<file path="src/rtl/frame_pad.sv">
// Vector-stream padder: wraps each input frame with a configurable number of
// leading/trailing pad vectors (zero or edge replica) behind one output register.
module frame_pad #(
  parameter int BW         = 8,
  parameter int VECTOR_LEN = 13,
  parameter int MAX_PAD    = 4,
  parameter int CW         = $clog2(MAX_PAD + 1)
) (
  input  logic                       clk_i,
  input  logic                       rst_i,
  input  logic [CW-1:0]              pad_pre_i,
  input  logic [CW-1:0]              pad_post_i,
  input  logic                       mode_i,
  input  logic [VECTOR_LEN*BW-1:0]   data_i,
  input  logic                       valid_i,
  input  logic                       last_i,
  output logic                       ready_o,
  output logic [VECTOR_LEN*BW-1:0]   data_o,
  output logic                       valid_o,
  output logic                       last_o,
  input  logic                       ready_i
);

  localparam int DW = VECTOR_LEN * BW;
  localparam logic [CW-1:0] MAX_CNT = CW'(MAX_PAD);

  typedef enum logic [1:0] {IDLE, PRE, PASS, POST} state_t;

  state_t        state, state_n;
  logic [CW-1:0] remaining, remaining_n;
  logic [CW-1:0] post_cnt, post_cnt_n;
  logic          mode, mode_n;
  logic [DW-1:0] edge_vec, edge_vec_n;
  logic [DW-1:0] data_n;
  logic          valid_n, last_n;

  logic          adv;
  logic          start;
  logic          accept;
  logic [CW-1:0] pre_sat, post_sat, post_eff;
  logic [DW-1:0] pad_vec;

  assign adv      = !valid_o || ready_i;
  assign pre_sat  = (pad_pre_i  > MAX_CNT) ? MAX_CNT : pad_pre_i;
  assign post_sat = (pad_post_i > MAX_CNT) ? MAX_CNT : pad_post_i;
  // The frame's post count is still on the inputs when the first beat passes in IDLE.
  assign post_eff = (state == IDLE) ? post_sat : post_cnt;
  assign pad_vec  = mode ? edge_vec : '0;
  assign start    = (state == IDLE) && valid_i && adv;
  assign accept   = valid_i && ready_o;

  always_comb begin
    ready_o = 1'b0;
    if (!rst_i) begin
      case (state)
        IDLE:    ready_o = adv && (pre_sat == '0);
        PASS:    ready_o = adv;
        default: ready_o = 1'b0;
      endcase
    end
  end

  always_comb begin
    state_n     = state;
    remaining_n = remaining;
    post_cnt_n  = post_cnt;
    mode_n      = mode;
    edge_vec_n  = edge_vec;
    data_n      = data_o;
    valid_n     = valid_o;
    last_n      = last_o;
    if (adv) begin
      valid_n = 1'b0;
      last_n  = 1'b0;
    end
    case (state)
      IDLE, PASS: begin
        if (start) begin
          post_cnt_n = post_sat;
          mode_n     = mode_i;
        end
        if (start && (pre_sat != '0)) begin
          // Capture the first vector so later pre-pad beats can replicate it.
          valid_n     = 1'b1;
          data_n      = mode_i ? data_i : '0;
          edge_vec_n  = data_i;
          remaining_n = pre_sat - CW'(1);
          state_n     = (pre_sat == CW'(1)) ? PASS : PRE;
        end else if (accept) begin
          valid_n    = 1'b1;
          data_n     = data_i;
          edge_vec_n = data_i;
          if (last_i) begin
            if (post_eff != '0) begin
              remaining_n = post_eff;
              state_n     = POST;
            end else begin
              last_n  = 1'b1;
              state_n = IDLE;
            end
          end else begin
            state_n = PASS;
          end
        end
      end
      PRE: begin
        if (adv) begin
          valid_n     = 1'b1;
          data_n      = pad_vec;
          remaining_n = remaining - CW'(1);
          if (remaining == CW'(1)) state_n = PASS;
        end
      end
      POST: begin
        if (adv) begin
          valid_n     = 1'b1;
          data_n      = pad_vec;
          remaining_n = remaining - CW'(1);
          if (remaining == CW'(1)) begin
            last_n  = 1'b1;
            state_n = IDLE;
          end
        end
      end
      default: state_n = IDLE;
    endcase
  end

  always_ff @(posedge clk_i) begin
    if (rst_i) begin
      state     <= IDLE;
      remaining <= '0;
      post_cnt  <= '0;
      mode      <= 1'b0;
      edge_vec  <= '0;
      data_o    <= '0;
      valid_o   <= 1'b0;
      last_o    <= 1'b0;
    end else begin
      state     <= state_n;
      remaining <= remaining_n;
      post_cnt  <= post_cnt_n;
      mode      <= mode_n;
      edge_vec  <= edge_vec_n;
      data_o    <= data_n;
      valid_o   <= valid_n;
      last_o    <= last_n;
    end
  end

endmodule

</file>
<file path="config.mk">
export PLATFORM = sky130hd
export DESIGN_NAME = frame_pad
export DESIGN_NICKNAME = d
export VERILOG_FILES = /design/src/rtl/frame_pad.sv
export SDC_FILE = /design/constraint.sdc
export NUM_CORES = 1
export LEC_CHECK = 0
export BUFFER_PORTS_ARGS = -buffer_cell sky130_fd_sc_hd__buf_4
export CAP_MARGIN = 20
export CORE_UTILIZATION = 57
export CTS_CLUSTER_DIAMETER = 100
export DETAILED_ROUTE_END_ITERATION = 10
export PLACE_DENSITY_LB_ADDON = 0.05
export RECOVER_POWER = 50
export SLEW_MARGIN = 15
export SYNTH_ARGS = -nofsm -noshare
export SYNTH_HDL_FRONTEND = slang
export SYNTH_SLANG_ARGS = --single-unit
</file>
<file path="constraint.sdc">
create_clock -name clk_i -period 6.1 [get_ports clk_i]
set_clock_uncertainty 0.2 [all_clocks]
set_input_delay 0.305 -clock clk_i [delete_from_list [all_inputs] [get_ports clk_i]]
set_output_delay 0.305 -clock clk_i [all_outputs]
set_load 0.02 [all_outputs]
</file>
# Word-level counts from Yosys, hierarchy flattened
# Cells that the tools add are included.
[word_totals] regBits=219 latch_bits=0 ramBits=0 romBits=0 inputBits=116 output_inout_bits=107 elab_cells=85 n_memories=0
[classes] add_sub_neg=2 multipliers=0 div=0 magnitude_cmp=2 n_eq_ne=13 n_shift=0 mux=41 bitwise_logic=0 n_reduce_logical=19
[op_table] cell="two-way mux 104 bit" n=6
[op_table] cell="case mux 104 bit (2 select lines)" n=1
[op_table] cell="two-way mux 3 bit" n=8
[op_table] cell="two-way mux 2 bit" n=9
[op_table] cell="two-way mux 1 bit" n=12
[op_table] cell="!= test 3 bit, second input constant" n=3
[op_table] cell="!= test 2 bit, second input constant" n=4
[op_table] cell="== test 3 x 1 -> 1 bit, second input constant" n=2
[op_table] cell="> comparator 3 bit, second input constant" n=2
[op_table] cell="case mux 1 bit (2 select lines)" n=3
[op_table] cell="case mux 2 bit (3 select lines)" n=1
[op_table] cell="case mux 3 bit (2 select lines)" n=1
[op_table] cell="AND reduction 2 bit" n=3
[op_table] cell="nonzero test 3 bit" n=2
[op_table] cell="subtractor 3 x 1 -> 3 bit, second input constant" n=2
[op_table] cell="logical AND 1 bit" n=5
[op_table] cell="AND reduction 5 bit" n=1
[op_table] cell="== test 2 bit, second input constant" n=2
[op_table] cell="AND reduction 4 bit" n=1
[op_table] cell="OR reduction 2 bit" n=2
[op_table] cell="logical NOT 3 bit" n=1
[op_table] cell="== test 2 x 1 -> 1 bit, second input constant" n=1
[op_table] cell="logical NOT 2 bit" n=1
[op_table] cell="!= test 2 x 1 -> 1 bit, second input constant" n=1
[op_table] cell="3 further kinds" n=3

# Longest topological paths before layout
[depth] depth_word=10 depth_mapped=10 depth_no_buf=8

# Least setup slack after synthesis
# No wires, ideal clock.
[synth_timing] kind="input port to flip-flop" from="input pad_pre_i[2]" to="register data_o[103]" setup_ps=132 t_arrival_ps=1946 required_time_ps=5768 setup_slack_ps=3822 stages=10 n_path_buf=2 cell_sequence="nand2b_1 ha_1 nor2b_2 nand4b_2 nor2_1 nor2_2 buf_2 buf_2 a221oi_1 nor3_1"
[synth_between] elab_chain_cells=9 elab_cells_between_ends=13 cone_classes="1 x order compare; 1 x eq/ne; 5 x mux; 6 x reduce/logical"
[synth_lines] item="start, declared" line="11" source="input logic [CW-1:0] pad_pre_i,"
[synth_lines] item="> comparator 3 bit" line="44" source="assign pre_sat = (pad_pre_i > MAX_CNT) ? MAX_CNT : pad_pre_i;"
[synth_lines] item="two-way mux 3 bit (*)" line="44"
[synth_lines] item="logical NOT 3 bit" line="56" source="IDLE: ready_o = adv && (pre_sat == '0);"
[synth_lines] item="logical AND 1 bit" line="56"
[synth_lines] item="case mux 1 bit (2 select lines)" line="55" source="case (state)"
[synth_lines] item="two-way mux 1 bit" line="54" source="if (!rst_i) begin"
[synth_lines] item="logical AND 1 bit" line="50" source="assign accept = valid_i && ready_o;"
[synth_lines] item="!= test 3 bit (no source line)"
[synth_lines] item="AND reduction 2 bit (no source line)"
[synth_lines] item="end signal, assigned" line="145" source="data_o <= data_n;"
[synth_lines] item="end, declared" line="18" source="output logic [VECTOR_LEN*BW-1:0] data_o,"
# Mark *: on every way between the ends. The rest lies on a longest branch, timed or not.
# A chain may end at the register's enable or synchronous reset.

# Worst setup path in the final report
[layout_timing] from="register state[0]" to="register edge_vec[91]"
[layout_between] elab_chain_cells=6 elab_cells_between_ends=12 cone_classes="1 x eq/ne; 3 x mux; 8 x reduce/logical"
[layout_lines] item="start, declared" line="29" source="state_t state, state_n;"
[layout_lines] item="start signal, assigned" line="140" source="state <= state_n;"
[layout_lines] item="== test 2 bit / logical NOT 2 bit (equally long branches)" line="55, 76, 49"
[layout_lines] item="case mux 1 bit (2 select lines) / logical AND 1 bit (equally long branches)" line="55, 49"
[layout_lines] item="two-way mux 1 bit / logical AND 1 bit (equally long branches)" line="54, 49"
[layout_lines] item="logical AND 1 bit, on equally long branches" line="50, 82"
[layout_lines] item="nonzero test 2 bit (no source line)"
[layout_lines] item="AND reduction 2 bit (no source line)"
[layout_lines] item="end signal, assigned" line="144" source="edge_vec <= edge_vec_n;"
[layout_lines] item="end, declared" line="33" source="logic [DW-1:0] edge_vec, edge_vec_n;"
# Several ways; a longest one is shown, not always the timed one.

==> metrics.txt <==
largest net degree at the start of global routing=roughly 110; EDFF count, synth=0; GRT overflow=0; pwr/cell area=~330 nW/um^2; Synth Register Bits=between 200 and 250; Vias/cell=5.80; simple-gate share of the synthesized area=0.227; Power, Total=~3800 uW; slowest cell on the critical path=clkbuf_1; initial antenna violation count=0; Adder-Cell Fraction of Synth Area=0.00728; TritonCTS Sinks=219; H-Tree Depth=1; asr flop ratio synth=0; layout cells sized above 1=0.134; Row Count=44; sequential share of the synthesized area=0.510; post-synthesis mux area share=0.00481; initial DRC count=between 700 and 800; delay-heaviest family, CP=buffers and inverters; fmax=302 MHz; antenna viol nets, final=0; share of power burned in registers=0.438; max_slew headroom=0.315; status=finished with violations; WL/cell=around 16 um; depth of the most critical reg-to-reg path=6; Buf/Inv on CP=3; max-cap violations=0; post-synthesis compound-gate area fraction=0.196; Hold Path Origin=pad_post_i[1]; vias in the first global route=8287; core outline area=approximately 15000 um^2; Peak VDD IR=approximately 0.00024 V; routability cong.=a little over 0.8; via count=between 8000 and 9000; top_reg_cell synth=dfxtp_1; Mapped Area=~8600 um^2; Worst-Margin Slew=between 1000 and 1500 ps; Hold Path Depth=4; final wirelength=roughly 25 mm; DRT Pass-1 Iters=9; drc violations=30; Crit Path Category=reg -> reg; Syn Inst Count=between 1000 and 1500; worst path arrival time=between 3000 and 4000 ps; library cells used by synthesis=46; cells along the critical path=clkbuf_1, inv_1, nand3_4, buf_4, nand2_1, a21oi_1; clock share of power=0.335; Ant. Diodes=0; Total GRT Usage=0.306; Sw Pwr=about 1200 uW; Port Buffers=~220; Internal=2650 uW; CP Launch Type=register; worst-path fanout max=62; Final nets=1423; Syn. warnings=0; mean area per synthesized cell=roughly 8.3 um^2; type of the worst min-delay path=in -> reg; Final Max Tran Viols=0; register-to-register setup slack=2790 ps; I/O Pins=roughly 220; switch share=0.309; Final Hold Vio Count=0; most common cell after layout, fill and taps aside=dfxtp_1; element type at the critical path end=register; WHS Endpoint=post_cnt[1]; CTS tree=yes; Setup-failing EPs final=0; Initial Util=0.587; net count after synthesis=roughly 1200; violated checks=design-rule violations; minimum clock period=between 3000 and 4000 ps; DP HPWL=between 10 and 15 mm; setup_tns=0 ps; Num CTS Buffers=23; first-pass GRT wire length=roughly 40 mm; Comb power frac=0.227; RR Startpoint=state[0]; RSZ-0062 raised after global routing=false; clock latency on the worst-skew pair=about 500 ps; commonest non-fill, non-tap cells in the layout=dfxtp_1, nand2_1, buf_4; Synth Area in XOR/XNOR=0.00204; die width=around 120 um; largest family of logic cells by synthesized area=simple AND/OR/NAND/NOR gates; Layout Cells excl Fill=about 1500; Clock Path Buffers=3; Layout area overhead=35.1%; part of the cycle the worst path needs=0.543; Crit path largest cell delay=between 700 and 800 ps; placed insts=1348; WP data required=~6300 ps; Die Y=around 120 um; reg2reg end=edge_vec[91]; Root Buffer=clkbuf_16; Die ar.=between 15000 and 20000 um^2; clk slew on worst S/H paths=around 60 ps; Leak=between 0.004 and 0.005 uW
what timing repair did:
item / CTS / global route
buffers inserted: 0 / 0
endpoints found under the hold margin: 209 / 0
hold buffers: 111 / 0
resized for setup: 0 / 0
worst register-to-register path, delay by kind of cell, from the launching register on:
| kind | cells | cell delay, ps |
|---|---|---|
| buffers and inverters | 3 | 1850 |
| and+or+nand+nor | 2 | 700 |
| DFF | 1 | 310 |
| AOI/OAI and AO/OA | 1 | 180 |
registers in the layout, summed over array words and instances (netlist names):
name,cells
data_o,104
edge_vec,104
post_cnt,3
remaining,3
state,2
last_o,1
mode,1
valid_o,1
logic make-up after synthesis:
kind of cell / Yosys count
flops: 219
xor+xnor: 2
fa+ha+maj: 5
buf+inv: 103
simple gates: 461
mux: 4
compound gates: 235
synth_stat cells (all sizes together), types with 5 or more instances:
cell type | n | area share
a221oi | 105 | 0.11
dfxtp | 219 | 0.51
ha | 5 | 0.0073
nand3 | 5 | 0.0029
nor2b | 5 | 0.0039
a21oi | 109 | 0.064
nand2 | 215 | 0.094
nor3 | 106 | 0.062
o21ai | 5 | 0.0038
inv | 5 | 0.0022
buf | 34 | 0.022
nor2 | 117 | 0.052
clkbuf | 64 | 0.028
metal layers:
metal,share of wire,vias up,track usage
li1,-,4164,-
met4,0.030,0,0.107
met1,0.39,4082,0.384
met5,0,-,0
met2,0.50,402,0.532
met3,0.079,62,0.0494
power groups by stage:
stage	logic [uW]	registers [uW]	clock network, uW
5_1_grt	953	1700	1360
4_1_cts	942	1680	1300
6_report	871	1680	1280
2_1_floorplan	449	1810	0
3_3_place_gp	865	1700	0
3_5_place_dp	878	1710	0
worst max-delay path by stage:
stage,start,end,depth (start not counted)
floorplan,pad_pre_i[2],data_o[103],10
detailed placement,pad_pre_i[2],data_o[54],10
CTS,rst_i,data_o[35],5
finish,state[0],edge_vec[91],6
global route,state[0],edge_vec[18],6
global placement,pad_pre_i[2],data_o[59],10
stage by stage:
| step | util | setup WS (ps) | cell area (um^2) | hold slack, ps |
|---|---|---|---|---|
| 2_1_floorplan | - | 3820 | 8590 | 236 |
| 3_3_place_gp | 0.697 | 2990 | 10200 | 242 |
| 3_5_place_dp | 0.697 | 2870 | 10200 | 246 |
| 4_1_cts | 0.821 | 3220 | 12000 | 32.9 |
| 5_1_grt | 0.793 | 2500 | 11600 | 74.2 |
| 6_report | 0.793 | 2790 | 11600 | 47.4 |
final cells by class:
cell class / instances / area [um^2]
Timing Repair Buffer: 346 / 2530
Clock buffer: 32 / 649
Clock inverter: 8 / 45.0
Tap cell: 184 / 230
Multi-Input combinational cell: 707 / 3750
Inverter: 5 / 18.8
Sequential cell: 219 / 4380
Fill cell: 1095 / 3040
Power figures use the tool's default switching activity.
